--- config.mk ---
export PLATFORM = sky130hd
export DESIGN_NAME = sr_bist
export DESIGN_NICKNAME = d
export VERILOG_FILES = /design/src/rtl/sr_bist_pkg.sv /design/src/rtl/sr_bist_hold_counter.sv /design/src/rtl/sr_bist.sv
export SDC_FILE = /design/constraint.sdc
export NUM_CORES = 1
export LEC_CHECK = 0
export CAP_MARGIN = 20
export CORE_ASPECT_RATIO = 1.2
export CORE_UTILIZATION = 45
export CTS_BUF_LIST = sky130_fd_sc_hd__clkbuf_16
export CTS_CLUSTER_DIAMETER = 50
export DETAILED_ROUTE_END_ITERATION = 12
export GPL_ROUTABILITY_DRIVEN = 1
export HOLD_SLACK_MARGIN = 0.03
export PLACE_DENSITY_LB_ADDON = 0.05
export SYNTH_ARGS = -nofsm -noshare
export SYNTH_HDL_FRONTEND = slang
export SYNTH_SLANG_ARGS = --single-unit
--- constraint.sdc ---
create_clock -name clk -period 2.35 [get_ports clk]
set_clock_uncertainty 0.2 [all_clocks]
set_input_delay 0.5875 -clock clk [delete_from_list [all_inputs] [get_ports clk]]
set_output_delay 0.5875 -clock clk [all_outputs]
set_load 0.02 [all_outputs]
--- src/rtl/sr_bist_pkg.sv ---
// Shared definitions for the SR flip-flop BIST: FSM states, step indices and
// the per-step drive/expect table, each table bit-indexed by step number.
package sr_bist_pkg;

    typedef enum logic [1:0] {
        ST_IDLE   = 2'd0,
        ST_RUN    = 2'd1,
        ST_FINISH = 2'd2
    } state_e;

    localparam logic [2:0] STEP_INIT  = 3'd0;
    localparam logic [2:0] STEP_HOLD0 = 3'd1;
    localparam logic [2:0] STEP_SET   = 3'd2;
    localparam logic [2:0] STEP_HOLD1 = 3'd3;
    localparam logic [2:0] STEP_RESET = 3'd4;
    localparam logic [2:0] STEP_BOTH  = 3'd5;
    localparam logic [2:0] STEP_CLEAR = 3'd6;
    localparam logic [2:0] NO_FAIL    = 3'd7;

    // Bit 7 is padding so a 3-bit step index never selects outside the table.
    localparam logic [7:0] STEP_S       = 8'b0010_0100;
    localparam logic [7:0] STEP_R       = 8'b0111_0001;
    localparam logic [7:0] STEP_EXP     = 8'b0000_1100;
    localparam logic [7:0] STEP_CHECKED = 8'b0101_1111;

endpackage

--- src/rtl/sr_bist_hold_counter.sv ---
// Modulo-HOLD_CYCLES step timer; tc flags the last cycle of each step.
module hold_counter #(
    parameter int HOLD_CYCLES = 4
) (
    input  logic clk,
    input  logic rst,
    input  logic clr,
    input  logic en,
    output logic tc
);

    localparam int CW = $clog2(HOLD_CYCLES);
    localparam logic [CW-1:0] LAST = CW'(HOLD_CYCLES - 1);

    logic [CW-1:0] count_q;

    assign tc = en && (count_q == LAST);

    always_ff @(posedge clk) begin
        if (rst || clr) begin
            count_q <= '0;
        end else if (en) begin
            count_q <= tc ? '0 : count_q + CW'(1);
        end
    end

endmodule

--- src/rtl/sr_bist.sv ---
// Drives an SR flip-flop through a fixed seven-step pattern, samples q at the
// end of each step and reports pass, first failing step and mismatch count.
module sr_bist
    import sr_bist_pkg::*;
#(
    parameter int HOLD_CYCLES = 4,
    parameter bit CHECK_BOTH  = 1'b0,
    parameter bit EXP_BOTH    = 1'b0
) (
    input  logic       clk,
    input  logic       rst,
    input  logic       start,
    input  logic       q_in,
    output logic       s,
    output logic       r,
    output logic       busy,
    output logic       done,
    output logic       pass,
    output logic [2:0] fail_step,
    output logic [2:0] err_count
);

    state_e     state_q;
    logic [2:0] step_q;
    logic       s_q;
    logic       r_q;
    logic       busy_q;
    logic       done_q;
    logic       pass_q;
    logic [2:0] failStep_q;
    logic [2:0] errCount_q;

    logic [2:0] failStep_d;
    logic [2:0] errCount_d;
    logic [2:0] nextStep;
    logic       stepTc;
    logic       stepChecked;
    logic       stepExp;
    logic       mismatch;

    hold_counter #(
        .HOLD_CYCLES(HOLD_CYCLES)
    ) u_hold (
        .clk(clk),
        .rst(rst),
        .clr(state_q != ST_RUN),
        .en (state_q == ST_RUN),
        .tc (stepTc)
    );

    // Score the current step on its last cycle; the BOTH step is configurable.
    always_comb begin
        stepChecked = STEP_CHECKED[step_q];
        stepExp     = STEP_EXP[step_q];
        if (step_q == STEP_BOTH) begin
            stepChecked = CHECK_BOTH;
            stepExp     = EXP_BOTH;
        end
        mismatch   = stepTc && stepChecked && (q_in != stepExp);
        nextStep   = step_q + 3'd1;
        errCount_d = errCount_q;
        failStep_d = failStep_q;
        if (mismatch) begin
            if (errCount_q != 3'd7) begin
                errCount_d = errCount_q + 3'd1;
            end
            if (failStep_q == NO_FAIL) begin
                failStep_d = step_q;
            end
        end
    end

    always_ff @(posedge clk) begin
        if (rst) begin
            state_q    <= ST_IDLE;
            step_q     <= STEP_INIT;
            s_q        <= 1'b0;
            r_q        <= 1'b0;
            busy_q     <= 1'b0;
            done_q     <= 1'b0;
            pass_q     <= 1'b0;
            failStep_q <= NO_FAIL;
            errCount_q <= 3'd0;
        end else begin
            done_q <= 1'b0;
            case (state_q)
                ST_IDLE: begin
                    if (start) begin
                        state_q    <= ST_RUN;
                        step_q     <= STEP_INIT;
                        s_q        <= STEP_S[STEP_INIT];
                        r_q        <= STEP_R[STEP_INIT];
                        busy_q     <= 1'b1;
                        pass_q     <= 1'b0;
                        failStep_q <= NO_FAIL;
                        errCount_q <= 3'd0;
                    end
                end
                ST_RUN: begin
                    errCount_q <= errCount_d;
                    failStep_q <= failStep_d;
                    if (stepTc) begin
                        if (step_q == STEP_CLEAR) begin
                            // pass uses the score including the final step's compare.
                            state_q <= ST_FINISH;
                            s_q     <= 1'b0;
                            r_q     <= 1'b0;
                            busy_q  <= 1'b0;
                            done_q  <= 1'b1;
                            pass_q  <= (errCount_d == 3'd0);
                        end else begin
                            step_q <= nextStep;
                            s_q    <= STEP_S[nextStep];
                            r_q    <= STEP_R[nextStep];
                        end
                    end
                end
                ST_FINISH: begin
                    state_q <= ST_IDLE;
                    step_q  <= STEP_INIT;
                end
                default: begin
                    state_q <= ST_IDLE;
                end
            endcase
        end
    end

    assign s         = s_q;
    assign r         = r_q;
    assign busy      = busy_q;
    assign done      = done_q;
    assign pass      = pass_q;
    assign fail_step = failStep_q;
    assign err_count = errCount_q;

endmodule

## Word level (Yosys, flattened, before mapping)

Memory sizes are Yosys's and may differ from the RTL's. A register that Yosys moved wholly into a read port is not among the register bits.
Index checks and enable logic that the tools add are counted.

| storage, ports and cells | value |
|---|---|
| register bits | 18 |
| memories | 4 |
| output and inout bits | 11 |
| bits of input ports | 4 |
| memory bits (read-only) | 32 |

| operators by class | value |
|---|---|
| reductions and logical operators | 15 |
| add/sub/neg operators | 3 |
| order comparisons | 2 |
| bitwise operators | 2 |
| equal/unequal tests | 15 |
| multiplexer cells | 41 |

Memories:

| memory | depth | bits a word | read ports | clocked after memory_dff | write ports | RTL line | RTL |
|---|---|---|---|---|---|---|---|
| (no name shown) | 8 | 1 | 1 | 0 | 0 | sr_bist.sv:114 | `r_q <= STEP_R[nextStep];` |
| (no name shown) | 8 | 1 | 1 | 0 | 0 | sr_bist.sv:113 | `s_q <= STEP_S[nextStep];` |
| (no name shown) | 8 | 1 | 1 | 1 | 0 | sr_bist.sv:54 | `stepExp = STEP_EXP[step_q];` |
| (no name shown) | 8 | 1 | 1 | 1 | 0 | sr_bist.sv:53 | `stepChecked = STEP_CHECKED[step_q];` |

Operators by type and width:

| cell | number |
|---|---|
| 3-bit 2-to-1 mux | 12 |
| 1-bit 2-to-1 mux | 17 |
| 2-bit inequality test, second input constant | 6 |
| 3-bit one-hot mux with 2 select lines | 2 |
| 4-bit AND reduction | 3 |
| 3-bit == test, second input constant | 3 |
| 3-bit one-hot mux with 3 select lines | 1 |
| 3-bit by 4-bit < comparator with 1-bit output, second input constant | 2 |
| 2-bit 2-to-1 mux | 4 |
| 1-bit one-hot mux with 2 select lines | 4 |
| 3-bit by 1-bit adder with 3-bit output, second input constant | 2 |
| 3-bit AND reduction | 2 |
| 2-bit == test, second input constant | 2 |
| 2-bit one-hot mux with 2 select lines | 1 |
| 1-bit logical AND | 3 |
| 3-bit logical NOT | 1 |
| 3-bit inequality test, second input constant | 1 |
| 3-bit nonzero test | 1 |
| 3-bit OR reduction | 1 |
| 2-bit by 1-bit adder with 2-bit output, second input constant | 1 |
| 2-bit by 1-bit == test with 1-bit output, second input constant | 1 |
| 2-bit logical NOT | 1 |
| 2-bit by 1-bit inequality test with 1-bit output, second input constant | 1 |
| 1-bit inverter | 2 |
| 4 further kinds | 4 |

## Logic depth before layout (Yosys ltp)

Gate-level depths: netlist of run 1.

| depth | value |
|---|---|
| depth in word-level cells | 10 |
| depth in mapped cells | 6 |
| mapped depth without buffers | 6 |

## Cells and area by module

From an unflattened synthesis of run 1, not the netlist that was laid out.

| second synthesis, totals | value |
|---|---|
| cells, all modules | 111 |
| area total of the unflattened synthesis | 1064.8 um^2 |

Modules (own cells, without submodules):

| module | sequential area each (um^2) | cells an instance | instances | area an instance (um^2) |
|---|---|---|---|---|
| sr_bist | 360.3 | 102 | 1 | 963.4 |
| hold_counter | 40.0 | 9 | 1 | 101.3 |

## Least setup slack after synthesis of run 1

OpenSTA, ideal clock, no wires.

| path | value |
|---|---|
| path kind | input to register |
| from | input start |
| to | register with a tool-made name |
| arrival time | 1.411 ns |
| data required time | 2.062 ns |
| cell stages on the path | 4 |
| library setup time | 0.088 ns |
| slack | 0.651 ns |
| path buffers | 0 |
| path through | o21ba_1 -> a31oi_4 -> mux2_4 -> nor4_2 |

RTL lines:

| what | RTL line | RTL |
|---|---|---|
| from (decl) | sr_bist.sv:12 | `input logic start,` |

## Final worst setup path of run 1

| path | value |
|---|---|
| from | register errCount_q[0], in the netlist err_count[0] |
| to | output err_count[0] |

RTL lines:

| what | RTL line | RTL |
|---|---|---|
| from (decl) | sr_bist.sv:31 | `logic [2:0] errCount_q;` |
| from (signal assigned) | sr_bist.sv:100 | `errCount_q <= errCount_d;` |
| to (decl) | sr_bist.sv:20 | `output logic [2:0] err_count` |

No word-level cell between the ends.

==> results.md, run 1 <==
- Die ar.: 2500 um2
- Synth cell types: 43
- WHS: 226 ps
- CTS clk-pin slew, worst paths: 50 ps
- Post-CTS Hold Buffers: 0
- Main combinational cell family by area after synthesis: simple AND/OR/NAND/NOR gates
- Final core utilization: 60.8%
- Setup TNS: 0 ps
- Area contributors post-synth: dfxtp_1, ha_1, nand2b_1
- Post-CTS Setup Bufs: 0
- Synth Area in Adders: 7.23%
- Synth Register Bits: 20
- Total power: 0.751 mW
- Ant. Diodes: 0
- Nets: 134
- Inserted Clock Buffers: 3
- Multi-input combinational cell area: 599 um2
- Reg2Reg Depth: 6
- Tmin final: 2070 ps
- RSZ-0062 raised after global routing: no
- Post-route DRC: 0
- Most frequent cells after synthesis: dfxtp_1, a21oi_1, ha_1, nand2_1
- Post-synth EDFFs: 0
- Synthesis Warnings: 0
- Ys async rst share: 0%
- Syn nets: 117
- Htree depth: 1
- Routability cong.: 0.795
- Period utilisation layout: 88.1%
- GRT Util Overall: 18.8%
- Cell Area, Synth: 1040 um2
- Vias in the first global route: 766
- Slew headroom: 73.2%
- Clock Latency Late Sink: 250 ps
- Area Growth Syn to Fin: 23.9%
- Compound-Gate Fraction of Synth Area: 19.6%
- WS Path Type: register to primary output
- Total clock sinks: 20
- Synthesized area per cell: 9.71 um2
- Achievable Freq: 483 MHz
- Leading area contributor after synthesis: dfxtp_1
- Top delay family on crit path: buffers and inverters
- Static leakage: 0.503 nW
- CP max-delay cell: clkdlybuf4s50_1
- Die X: 45.9 um
- Synth Area in XOR/XNOR: 1.69%
- Worst R2R Setup Slack: 450 ps
- Critical R2R Launch: step_q[0]
- Crit path from: err_count[0]
- Least-Margin Pin Slew: 401 ps
- Post-route ant nets: 0
- Initial antenna violation count: 0
- Crit path capture type: primary output
- Routed vias: 847
- Cells along the critical path: clkdlybuf4s50_1
- Post-synthesis sequential area ratio: 38.6%
- Most common cell in the netlist: dfxtp_1
- Crit path DAT: 1280 ps
- DIE HEIGHT: 54.6 um
- Dpl hpwl: 1.62 mm
- Core box area: 2120 um2
- Final setup vio count: 0
- VDD IR max: 0.440 mV
- Post-synthesis mux area share: 5.42%
- Via density per instance: 5.57
- Cells after DPL: 149
- Share of cells above drive strength 1: 12.3%
- Final Hold Viols: 0
- Overflow left after global routing: 0
- First-pass GRT wire length: 3.37 mm
- Largest net degree at the start of global routing: 13
- Fill count: 207
- Post-Synth Simple-Gate Area: 23.7%
- Port Buffers: 14
- CTS tree: yes
- Max-cap violations: 0
- CP Max Fanout: 5
- Hold Crit Class: register to register
- Buf/Inv on CP: 1
- Rows: 18
- WP data required: 1560 ps
- WL per Instance: 14.0 um
- CTS resizes: 0
- Status: finished, final reports clean
- Initial core utilization: 49.1%
- Top cell type's share of synthesized area: 38.6%
- Initial DRC count: 16
- CP max stage delay: 630 ps
- WHS Path Cells: 1
- Cell Count, Final, Fillers Out: 152
- CTS Buffer Depth: 2
- WHS Endpoint: u_hold.count_q[0]
- Reg area: 400 um2
- Startpoint Class: register
- Drt pass-1 iters: 4
- Pwr dens: 584 nW/um2
- Gate Count Post-Synth: 107
- Most used DFF post-synth: dfxtp_1
- Routed WL: 2.13 mm
- CTS Root Cell: clkbuf_16
- Pins Over Slew Limit: 0
- Boundary Pins: 15
- HP Start: u_hold.count_q[0]
==> final cells by class <==
class / instances / area share (%)
well taps: 30 / 2.92
flip-flops and latches: 20 / 31.1
clock buffers: 3 / 5.84
inverters: 5 / 1.46
repair buffers: 16 / 12.1
multi-input cells: 78 / 46.6
==> routing by layer <==
layer	vias to the layer above	GRT usage, %	routed length [um]
li1	421	-	-
met1	406	24.9	1040
met2	16	30.0	994
met3	4	3.30	66
met4	0	7.35	24
met5	-	0	0
==> metrics by stage <==
step           setup slack (ps)  area [um2]
2_1_floorplan               651        1040
3_3_place_gp               77.4        1210
3_5_place_dp               63.8        1210
4_1_cts                     275        1290
5_1_grt                     225        1290
6_report                    280        1290
==> power breakdown <==
group	switching (mW)	total [mW]	internal, mW
Clock	0.116	0.340	0.224
Sequential	0.00676	0.352	0.345
Combinational	0.0329	0.0590	0.0261
==> cells in the final DEF (no fill, tap or decap), types with 3 or more instances in the layout <==
master,n
nand2_1,6
o21ba_1,3
a21oi_1,6
clkdlybuf4s50_1,14
o21ai_0,4
mux2i_1,3
dfxtp_1,20
o32ai_1,3
clkbuf_16,3
nor2_1,5
inv_1,4
ha_1,6
nand3_1,4
nand2b_1,5
==> registers in the layout (all words and copies together), names as in the netlist, named ones only <==
signal	count
done	1
busy	1
state_q	2
u_hold.count_q	2
fail_step	3
s	1
pass	1
err_count	3
r	1
step_q	3
==> worst max-delay path by stage <==
stage	end	slack, ps	depth (start not counted)
2_1_floorplan	register	650	4
3_3_place_gp	register	80	5
3_5_place_dp	register	60	5
4_1_cts	err_count[0]	270	1
5_1_grt	err_count[0]	230	1
6_report	err_count[0]	280	1
==> cell families (layout without fill, tap and decap cells) <==
logic type / Yosys count / in the layout
muxes: 5 / 5
adders and majority gates: 6 / 6
buffers and inverters: 9 / 24
AOI/OAI and AO/OA: 26 / 26
and+or+nand+nor: 39 / 39
DFF: 20 / 20
xor gates and xnor gates: 2 / 2
No activity file was read; power rests on OpenSTA's default activity.
==> run 2: changes to the inputs <==
- CTS_BUF_LIST: sky130_fd_sc_hd__clkbuf_16 -> sky130_fd_sc_hd__clkbuf_4 sky130_fd_sc_hd__clkbuf_8 sky130_fd_sc_hd__clkbuf_16
==> run 2 against run 1 <==
Maximum frequency shrank 3.0%. Wire length shrank 1.7%. Power shrank 24%. Clock-buffer cell count is the same. First-iteration DRC count shrank 13%. Via count shrank 1.7%.
==> results.md, run 2 (synthesized netlist as in run 1, its figures left out) <==
- Status: finished, final reports clean
- CTS resizes: 0 (unchanged)
- CTS Root Cell: clkbuf_4
- Startpoint Class: register
- First-pass GRT wire length: 3.40 mm (+0.80%)
- Most frequent cells in the layout: dfxtp_1, clkdlybuf4s50_1, nand2_1, a21oi_1, ha_1
- Total clock sinks: 20 (unchanged)
- Pins Over Slew Limit: 0 (unchanged)
- Post-CTS Setup Bufs: 0 (unchanged)
- CP max stage delay: 630 ps (about the same)
- Cell Count, Final, Fillers Out: 152 (unchanged)
- VDD IR max: 0.339 mV (-23%)
- Share of cells above drive strength 1: 12.3% (unchanged)
- DP Area: 1210 um2 (unchanged)
- Tmin final: 2140 ps (+65.0 ps)
- WHS Endpoint: u_hold.count_q[0]
- Via density per instance: 5.48 (-1.7%)
- Achievable Freq: 468 MHz (-3.0%)
- Final core utilization: 58.3% (-2.5 points)
- Rows: 18 (unchanged)
- Slew headroom: 73.5% (+0.32 points)
- CTS clk-pin slew, worst paths: 110 ps (+60 ps)
- Critical R2R Launch: step_q[0]
- Nets: 134 (unchanged)
- Drt pass-1 iters: 3 (-1)
- Design Area, Final: 1230 um2 (-4.1%)
- Static leakage: 0.480 nW (-4.6%)
- Reg2Reg Depth: 6 (unchanged)
- Routed WL: 2.09 mm (-1.7%)
- WL per Instance: 13.8 um (-1.7%)
- WS Path Type: register to primary output
- Initial DRC count: 14 (-2)
- Pwr dens: 462 nW/um2 (-21%)
- Buf/Inv on CP: 1 (unchanged)
- Post-CTS Hold Buffers: 0 (unchanged)
- Largest net degree at the start of global routing: 13 (unchanged)
- Post-route ant nets: 0 (unchanged)
- CP Max Fanout: 5 (unchanged)
- Ant. Diodes: 0 (unchanged)
- GRT Util Overall: 18.8% (unchanged)
- Final Hold Viols: 0 (unchanged)
- Cells along the critical path: clkdlybuf4s50_1
- Port Buffers: 14 (unchanged)
- Setup TNS: 0 ps (unchanged)
- Cells after DPL: 149 (unchanged)
- Initial antenna violation count: 0 (unchanged)
- Hold Crit Class: register to register
- CTS tree: yes
- WP depth: 1 (unchanged)
- Post-route DRC: 0 (unchanged)
- Htree depth: 1 (unchanged)
- Overflow left after global routing: 0 (unchanged)
- WHS Path Cells: 1 (unchanged)
- RSZ-0062 raised after global routing: no
- Top delay family on crit path: buffers and inverters
- Routed vias: 833 (-1.7%)
- Setup WS post-layout: 215 ps (-65.0 ps)
- Inserted Clock Buffers: 3 (unchanged)
- CTS Buffer Depth: 2 (unchanged)
- Area Growth Syn to Fin: 18.8%
- DIE HEIGHT: 54.6 um (unchanged)
- Boundary Pins: 15 (unchanged)
- Period utilisation layout: 90.9% (+2.8 points)
- Vias in the first global route: 774 (+1.0%)
- Crit path DAT: 1350 ps (+70 ps)
- Max-cap violations: 0 (unchanged)
- HP Start: u_hold.count_q[0]
- Die X: 45.9 um (unchanged)
- Dpl hpwl: 1.62 mm (unchanged)
- WHS: 236 ps (+10.4 ps)
- Core box area: 2120 um2 (unchanged)
- Most common cell after layout, fill and taps aside: dfxtp_1
- Crit path capture type: primary output
- Die ar.: 2500 um2 (unchanged)
- WP data required: 1560 ps (about the same)
- CP max-delay cell: clkdlybuf4s50_1
- Worst R2R Setup Slack: 440 ps (about the same)
- DP Worst Slack: 63.8 ps (unchanged)
- Final setup vio count: 0 (unchanged)
- Routability cong.: 0.795 (unchanged)
- Least-Margin Pin Slew: 397 ps (-4.84 ps)
- Clock Latency Late Sink: 290 ps (+40 ps)
- Total power: 0.570 mW (-24%)
- Initial core utilization: 49.1% (unchanged)
run 2: power by group:
group          switching (mW)  internal [mW]  leakage, nW
logic                  0.0325         0.0261        0.304
registers             0.00673          0.345        0.162
clock network           0.101         0.0596       0.0138
total                   0.140          0.431        0.480
run 2: worst max path at each step:
stage / from / end
finish: err_count[0] / err_count[0]
global placement: start / register
CTS: err_count[0] / err_count[0]
global route: err_count[0] / err_count[0]
floorplan: start / register
detailed placement: start / register
run 2: area by class of cell:
| type | instances | area (um2) |
|---|---|---|
| clock buffers | 3 | 22.5 |
| fillers | 213 | 883 |
| inverters | 5 | 18.8 |
| multi-input cells | 78 | 599 |
| flip-flops and latches | 20 | 400 |
| well taps | 30 | 37.5 |
| repair buffers | 16 | 155 |
run 2: per-layer routing:
| layer | GRT usage [%] | up-vias | share of wire, % | wire length, um |
|---|---|---|---|---|
| met5 | 0 | - | 0 | 0 |
| met4 | 8.82 | 0 | 0.67 | 14 |
| met3 | 2.31 | 2 | 2.9 | 60 |
| met1 | 24.9 | 397 | 49 | 1010 |
| li1 | - | 422 | - | - |
| met2 | 30.0 | 12 | 48 | 1000 |
